<file path="src/rtl/alu_seq.sv">
// Handshaked sequential ALU: single-cycle logic/arith/shift ops, optional shift-add multiplier.
// Define ALU_SEQ_MPY_EN to build the multiplier; otherwise MPY is reported as an illegal opcode.
module alu_seq #(
    parameter int unsigned WIDTH = 32,
    parameter int unsigned SHW   = $clog2(WIDTH)
) (
    input  logic             clk,
    input  logic             rst_n,
    input  logic             in_valid,
    output logic             in_ready,
    input  logic [4:0]       opcode,
    input  logic [WIDTH-1:0] data_a,
    input  logic [WIDTH-1:0] data_b,
    output logic             out_valid,
    input  logic             out_ready,
    output logic [WIDTH-1:0] data_out,
    output logic             flag_z,
    output logic             flag_c,
    output logic             flag_v,
    output logic             flag_err
);

    localparam logic [4:0] OP_ADD = 5'd0;
    localparam logic [4:0] OP_SUB = 5'd1;
    localparam logic [4:0] OP_AND = 5'd3;
    localparam logic [4:0] OP_OR  = 5'd4;
    localparam logic [4:0] OP_XOR = 5'd5;
    localparam logic [4:0] OP_SHL = 5'd6;
    localparam logic [4:0] OP_SRL = 5'd7;
    localparam logic [4:0] OP_SRA = 5'd8;

    typedef enum logic [1:0] {
        IDLE = 2'd0,
        BUSY = 2'd1,
        DONE = 2'd2
    } state_t;

    state_t           state;
    state_t           state_next;
    logic             accept;
    logic             mpy_sel;
    logic [SHW-1:0]   shamt;
    logic [WIDTH:0]   sum;
    logic [WIDTH-1:0] alu_res;
    logic             alu_c;
    logic             alu_v;
    logic             alu_err;
    logic             res_load;
    logic [WIDTH-1:0] res_next;
    logic             c_next;
    logic             v_next;
    logic             err_next;

    assign accept = in_valid && in_ready;
    assign shamt  = data_b[SHW-1:0];

`ifdef ALU_SEQ_MPY_EN
    localparam logic [4:0]  OP_MPY = 5'd2;
    localparam int unsigned W2     = 2 * WIDTH;
    localparam int unsigned CW     = $clog2(WIDTH);

    logic [W2-1:0]    mul_acc;
    logic [W2-1:0]    mul_cand;
    logic [WIDTH-1:0] mul_plier;
    logic [CW-1:0]    mul_cnt;
    logic [W2-1:0]    mul_step;
    logic             mul_last;

    assign mpy_sel  = (opcode == OP_MPY);
    assign mul_step = mul_acc + (mul_plier[0] ? mul_cand : W2'(0));
    assign mul_last = (mul_cnt == CW'(WIDTH - 1));

    // One radix-2 shift-add step per BUSY cycle
    always_ff @(posedge clk or negedge rst_n) begin
        if (!rst_n) begin
            mul_acc   <= '0;
            mul_cand  <= '0;
            mul_plier <= '0;
            mul_cnt   <= '0;
        end else if (accept && mpy_sel) begin
            mul_acc   <= '0;
            mul_cand  <= W2'(data_a);
            mul_plier <= data_b;
            mul_cnt   <= '0;
        end else if (state == BUSY) begin
            mul_acc   <= mul_step;
            mul_cand  <= mul_cand << 1;
            mul_plier <= mul_plier >> 1;
            mul_cnt   <= mul_cnt + CW'(1);
        end
    end
`else
    assign mpy_sel = 1'b0;
`endif

    // Single-cycle operations evaluated straight from the request inputs
    always_comb begin
        sum     = {1'b0, data_a} + {1'b0, data_b};
        alu_res = '0;
        alu_c   = 1'b0;
        alu_v   = 1'b0;
        alu_err = 1'b0;
        case (opcode)
            OP_ADD: begin
                alu_res = sum[WIDTH-1:0];
                alu_c   = sum[WIDTH];
                alu_v   = (data_a[WIDTH-1] == data_b[WIDTH-1]) &&
                          (alu_res[WIDTH-1] != data_a[WIDTH-1]);
            end
            OP_SUB: begin
                alu_res = data_a - data_b;
                alu_c   = (data_a < data_b);
                alu_v   = (data_a[WIDTH-1] != data_b[WIDTH-1]) &&
                          (alu_res[WIDTH-1] != data_a[WIDTH-1]);
            end
            OP_AND:  alu_res = data_a & data_b;
            OP_OR:   alu_res = data_a | data_b;
            OP_XOR:  alu_res = data_a ^ data_b;
            OP_SHL:  alu_res = data_a << shamt;
            OP_SRL:  alu_res = data_a >> shamt;
            OP_SRA:  alu_res = WIDTH'($signed(data_a) >>> shamt);
            default: alu_err = 1'b1;
        endcase
    end

    // State register
    always_ff @(posedge clk or negedge rst_n) begin
        if (!rst_n) begin
            state <= IDLE;
        end else begin
            state <= state_next;
        end
    end

    // Next-state logic
    always_comb begin
        state_next = state;
        case (state)
            IDLE: begin
                if (accept) begin
                    state_next = mpy_sel ? BUSY : DONE;
                end
            end
            BUSY: begin
`ifdef ALU_SEQ_MPY_EN
                if (mul_last) begin
                    state_next = DONE;
                end
`else
                state_next = IDLE;
`endif
            end
            DONE: begin
                if (out_ready) begin
                    state_next = IDLE;
                end
            end
            default: state_next = IDLE;
        endcase
    end

    // Result selection: single-cycle result on accept, product at the end of BUSY
    always_comb begin
        res_load = accept && !mpy_sel;
        res_next = alu_res;
        c_next   = alu_c;
        v_next   = alu_v;
        err_next = alu_err;
`ifdef ALU_SEQ_MPY_EN
        if (state == BUSY && mul_last) begin
            res_load = 1'b1;
            res_next = mul_step[WIDTH-1:0];
            c_next   = |mul_step[W2-1:WIDTH];
            v_next   = 1'b0;
            err_next = 1'b0;
        end
`endif
    end

    // Registered handshake and result outputs; result held until the next load
    always_ff @(posedge clk or negedge rst_n) begin
        if (!rst_n) begin
            in_ready  <= 1'b0;
            out_valid <= 1'b0;
            data_out  <= '0;
            flag_z    <= 1'b0;
            flag_c    <= 1'b0;
            flag_v    <= 1'b0;
            flag_err  <= 1'b0;
        end else begin
            in_ready  <= (state_next == IDLE);
            out_valid <= (state_next == DONE);
            if (res_load) begin
                data_out <= res_next;
                flag_z   <= (res_next == '0);
                flag_c   <= c_next;
                flag_v   <= v_next;
                flag_err <= err_next;
            end
        end
    end

endmodule

</file>
<file path="config.mk">
export PLATFORM = sky130hd
export DESIGN_NAME = alu_seq
export DESIGN_NICKNAME = d
export VERILOG_FILES = /design/src/rtl/alu_seq.sv
export SDC_FILE = /design/constraint.sdc
export NUM_CORES = 1
export LEC_CHECK = 0
export CORE_AREA = 2 2 150 152
export DETAILED_ROUTE_END_ITERATION = 16
export DIE_AREA = 0 0 152 154
export PLACE_DENSITY = 0.71
export SETUP_SLACK_MARGIN = 0.5
export SYNTH_ARGS = -nofsm -noshare
export SYNTH_HDL_FRONTEND = slang
export SYNTH_SLANG_ARGS = --single-unit
</file>
<file path="constraint.sdc">
create_clock -name clk -period 2.45 [get_ports clk]
set_input_delay 0.49 -clock clk [delete_from_list [all_inputs] [get_ports clk]]
set_output_delay 0.49 -clock clk [all_outputs]
set_load 0.05 [all_outputs]
</file>
==> results of run 1 <==
-- Yosys cell counts, types with 26 or more instances --
| cell | number | share of area [%] |
|---|---|---|
| nand2_1 | 150 | 5.2 |
| nor2_1 | 117 | 4.1 |
| ha_1 | 106 | 12 |
| a21oi_1 | 103 | 4.8 |
| inv_1 | 97 | 3.4 |
| o21ai_0 | 83 | 3.9 |
| clkbuf_1 | 71 | 2.5 |
| mux2i_1 | 41 | 3.8 |
| dfrtp_1 | 40 | 9.3 |
| a211oi_1 | 39 | 2.7 |
| nand3_1 | 34 | 1.6 |
| mux4_2 | 32 | 6.7 |
| nor3_1 | 31 | 1.4 |
| nand4_1 | 26 | 1.5 |
-- cell families after synthesis --
family                     after synthesis
AOI/OAI and AO/OA                      501
and+or+nand+nor                        469
buffers and inverters                  207
muxes                                  112
adders and majority gates              108
DFF                                     40
xor gates and xnor gates                10
other                                    1
-- metal layers --
layer | global-route usage, % | overflow
met1 | 69.7 | 0
met2 | 90.3 | 12
met3 | 39.2 | 0
met4 | 62.5 | 16
met5 | 10.8 | 0
-- timing repair --
item,CTS
gates cloned,3
gates resized for setup,618
hold buffers,0
pin swaps,129
setup buffers,123
setup endpoints to repair,46
-- stage by stage --
step / setup TNS, ns / hold WS, ns / std cells / worst slack (ns) / area, µm²
2_1_floorplan: -13.46 / 0.194 / 1448 / -1.16 / 11400
3_3_place_gp: -43.09 / 0.405 / 2350 / -2.03 / 16900
3_5_place_dp: -45.73 / 0.411 / 2350 / -2.11 / 16900
4_1_cts: -15.66 / 0.374 / 2484 / -1.12 / 19900
==> results.ini, run 1 <==
[synthesis]
synth_compound_area_share_pct = 32.6
synth_top_family_by_area = compound AO/OA/AOI/OAI gates
synthAdderAreaFrac_pct = 12.7
avgSynthCellArea_um2 = 7.43
syn_inst = 1448
synthFlopType = dfrtp_1
synthSimpleGateAreaFrac_pct = 20.7
synth_fp_nets = 1629
synth_xor_area_share_pct = 0.815
synth_edf_count = 0
synth_mux_area_share_pct = 15.7
syn_area_um2 = 10800
synth_cell_types = 92
ys_ff_latch = 40
ys_seq_area_share_pct = 9.31
synth-async-reset-ratio_pct = 100
yosysWarningCount = 0

[global_routing]
grtUsageTotal_pct = 66.3
grt_pass1_vias = 20200
grt_max_degree = 50
grt_first_pass_wirelength_mm = 120
grt_overflow = 28

[clocking]
root_buffer = clkbuf_16
clockBufferDepth = 2
cts_buffers = 5
htreeDepth = 2
cts_sinks = 40

[die]
ioPinCount = 111
rows = 54
die_h_um = 154
die_w_um = 152
start_util_pct = 49.6

[outcome]
haltStage = global routing (5_1_grt)
status = aborted with a tool error
error = [ERROR GRT-0116] Global routing finished with congestion. Check the congestion regions in the DRC Viewer.

[placement]
gp_congestion = 1.16
numPortBuffers = 110
dp_hpwl_mm = 48.0

==> run 2, diff against run 1 <==
- CORE_AREA: 2 2 150 152 -> 2 2 179 181
- DIE_AREA: 0 0 152 154 -> 0 0 181 183
- PLACE_DENSITY: 0.71 -> default
- PLACE_DENSITY_LB_ADDON: default -> 0.15
- SETUP_SLACK_MARGIN: 0.5 -> default
==> results.ini, run 2 <==
[cells_and_area]
top_register = data_out
nets = 2415
final_area_um2 = 20700
largest_reg_flops = 32
final_common_cell = buf_4
antenna_cells = 0
area_growth_pct = 92.9
n_fill_cell = 2707
drive_above_1_share_pct = 55.6
layout_common_cells = 652 x buf_4, 134 x nand2_1, 105 x buf_6, 104 x nor2_1, 71 x ha_1
top_regs = data_out (32), state (2)

[synthesis]
synthTopCellsByArea = ha_1 12%, dfrtp_1 9.3%, mux4_2 6.7%  ; unchanged
ys_seq_area_share_pct = 9.31  ; unchanged
synthFlopType = dfrtp_1  ; unchanged
synth_mux_area_share_pct = 15.7  ; unchanged
synth.top_cell.area_share_pct = 12.3  ; unchanged
synth_compound_area_share_pct = 32.6  ; unchanged
syn_inst = 1448  ; unchanged
synth_top_family_by_area = compound AO/OA/AOI/OAI gates  ; unchanged
synth_cell_types = 92  ; unchanged
avgSynthCellArea_um2 = 7.43  ; unchanged
synthTopCellsByCount = 150 x nand2_1, 117 x nor2_1, 106 x ha_1, 103 x a21oi_1, 97 x inv_1  ; unchanged
synth_top_area_cell = ha_1  ; unchanged
synth_xor_area_share_pct = 0.815  ; unchanged
yosysWarningCount = 0  ; unchanged
synth-async-reset-ratio_pct = 100  ; unchanged
synth_fp_nets = 1629  ; unchanged
synthAdderAreaFrac_pct = 12.7  ; unchanged
synth_edf_count = 0  ; unchanged
synth_most_common_cell = nand2_1  ; unchanged
ys_ff_latch = 40  ; unchanged
synthSimpleGateAreaFrac_pct = 20.7  ; unchanged
syn_area_um2 = 10800  ; unchanged

[clocking]
cts_buffers = 5  ; unchanged
cts_tree = built
root_buffer = clkbuf_16  ; unchanged
cts_hold_buf = 0  ; unchanged
htreeDepth = 2  ; unchanged
clockBufferDepth = 2  ; unchanged
clock_latency_ns = 0.29
cts.clk_slew.worst_paths_ns = 0.06
cts_sinks = 40  ; unchanged

[placement]
place_ws_ns = -2.37  ; was -2.11 ns
numPortBuffers = 110  ; unchanged
placed_area_um2 = 17200  ; was 16900 µm²
gp_congestion = 1.04  ; was 1.16
dp_hpwl_mm = 52.0  ; was 48.0 mm

[power]
clkPwrFrac_pct = 11.4
netSwitchingFraction_pct = 45.0
ir_drop_uv = 365
leakagePower_uw = 0.00930
seqPwrFrac_pct = 12.0
p_int_uw = 3670
switchingPower_uw = 3000
power_density_nw_per_um2 = 322
comb_power_share_pct = 76.6

[worst_setup_path]
r2r_start = in_ready$_DFF_PN0_
path_cells = buf_12, buf_12, buf_12, mux4_2, o2bb2ai_4, o211ai_1, nand3_2, a211oi_2, buf_4, nand2_2, nor4_2, nand4_1, nor4_4, and4_4, nand4_1, o41ai_2
worst_setup_path_start_kind = input port
cpMostUsedCell = buf_12
path_class = in -> reg
cpMaxStageDelayCell = mux4_2
critPathArrivalTime_ns = 4.16
crit_fanout = 8
end_kind = register
critPathMaxStageDelay_ns = 0.57
crit_family = simple AND/OR/NAND/NOR gates
crit_required_ns = 2.63
crit_buf_inv = 4
cp-startpoint = data_b[0]

[die]
die_area_um2 = 33100
coreArea_um2 = 31200
rows = 65  ; was 54
start_util_pct = 34.4  ; was 49.6%
die_h_um = 183  ; was 154 µm
die_w_um = 181  ; was 152 µm
ioPinCount = 111  ; unchanged

[run]
maxCapViolCount = 0

[timing]
rsz0062_at_grt = yes
max-slew-margin-rel_pct = 40.1
fin_ws_ns = -1.53
finClkSkew_ns = 0.00221
maxSlewViolCount = 0
timing.fmax_mhz = 251
fin_crit_sh_pct = 163
worstMarginPinSlew_ns = 0.898
fin_crit_ns = 3.98
setup_tns_ns = -19.37
hold_slack_ns = 0.325
setup_viol = 34
hold_viol = 0

[outcome]
status = complete, but fails checks  ; was aborted with a tool error
failed_checks = negative setup slack

[route]
drtIter0Drc = 1446
vias = 15700
via_per_inst = 5.96
drtAntennaViolNets = 0
totalWireLength_mm = 64.9
first_pass_iters = 6
drc = 0
wire_per_inst_um = 24.6

[global_routing]
grt_first_pass_wirelength_mm = 95.9
antenna_found_initial = 2
grtUsageTotal_pct = 38.0
grt_max_degree = 50
grt_pass1_vias = 15500
grt_overflow = 0

[hold_path]
holdCritPathClass = in -> async

## run 2: cell counts after synthesis
No cell type changed its count.
## run 2: area by class of cell
class                   count  area [µm²]  share of cell area, %
flip-flops and latches     40        1000                   4.83
repair buffers            886        7480                   36.1
clock buffers               5         125                  0.603
inverters                 100         437                   2.11
clock inverters             3        46.3                  0.223
multi-input cells        1201       11100                   53.8
well taps                 402         503                   2.43
## run 2: through the flow
stage	utilization (%)	cells	power, µW
floorplan	-	1448	2760
global placement	55.2	2495	4880
detailed placement	55.2	2495	4890
CTS	64.5	2624	6410
global route	66.4	2637	6950
finish	66.4	2637	6680
## run 2: cell families (layout without fill, tap and decap cells)
| logic type | after synthesis | in the layout |
|---|---|---|
| AOI/OAI and AO/OA | 501 | 501 |
| and+or+nand+nor | 469 | 469 |
| buffers and inverters | 207 | 994 |
| muxes | 112 | 112 |
| adders and majority gates | 108 | 108 |
| DFF | 40 | 40 |
| xor gates and xnor gates | 10 | 10 |
| other | 1 | 1 |
## run 2: worst paths after layout
kind	end	slack, ns	cells past startpoint
max in group asynchronous	data_out[9]$_DFFE_PN0P_	1.56	1
hold reg to reg	out_valid$_DFF_PN0_	0.43	1
hold / removal	data_out[29]$_DFFE_PN0P_	0.33	1
min in group clk	out_valid$_DFF_PN0_	0.43	1
setup reg to reg	flag_z$_DFFE_PN0P_	-0.42	11
setup / recovery	flag_z$_DFFE_PN0P_	-1.53	16
## run 2: timing repair
action | CTS | global route
endpoints found under the setup margin | 35 | 35
resized for setup | 572 | 159
pin swaps | 158 | 102
setup buffers | 130 | 46
endpoints found under the hold margin | 0 | 0
gates cloned | 3 | 0
## run 2: layer usage
metal / wire length (µm) / up-vias / GRT usage [%] / share of wire [%]
li1: - / 7085 / - / -
met3: 4850 / 177 / 4.81 / 7.5
met2: 29400 / 817 / 62.8 / 45
met5: 21 / - / 0 / 0.032
met4: 3480 / 4 / 19.2 / 5.4
met1: 27100 / 7633 / 49.1 / 42
## run 2: power groups by stage
stage	clock network, µW	registers (µW)	logic (µW)
after detailed placement	0	812	4080
after CTS	779	800	4830
after global routing	795	810	5350
after floorplan	0	1120	1640
after global placement	0	810	4070
final	763	799	5110
Note: power is estimated with default switching activity, not from simulation.
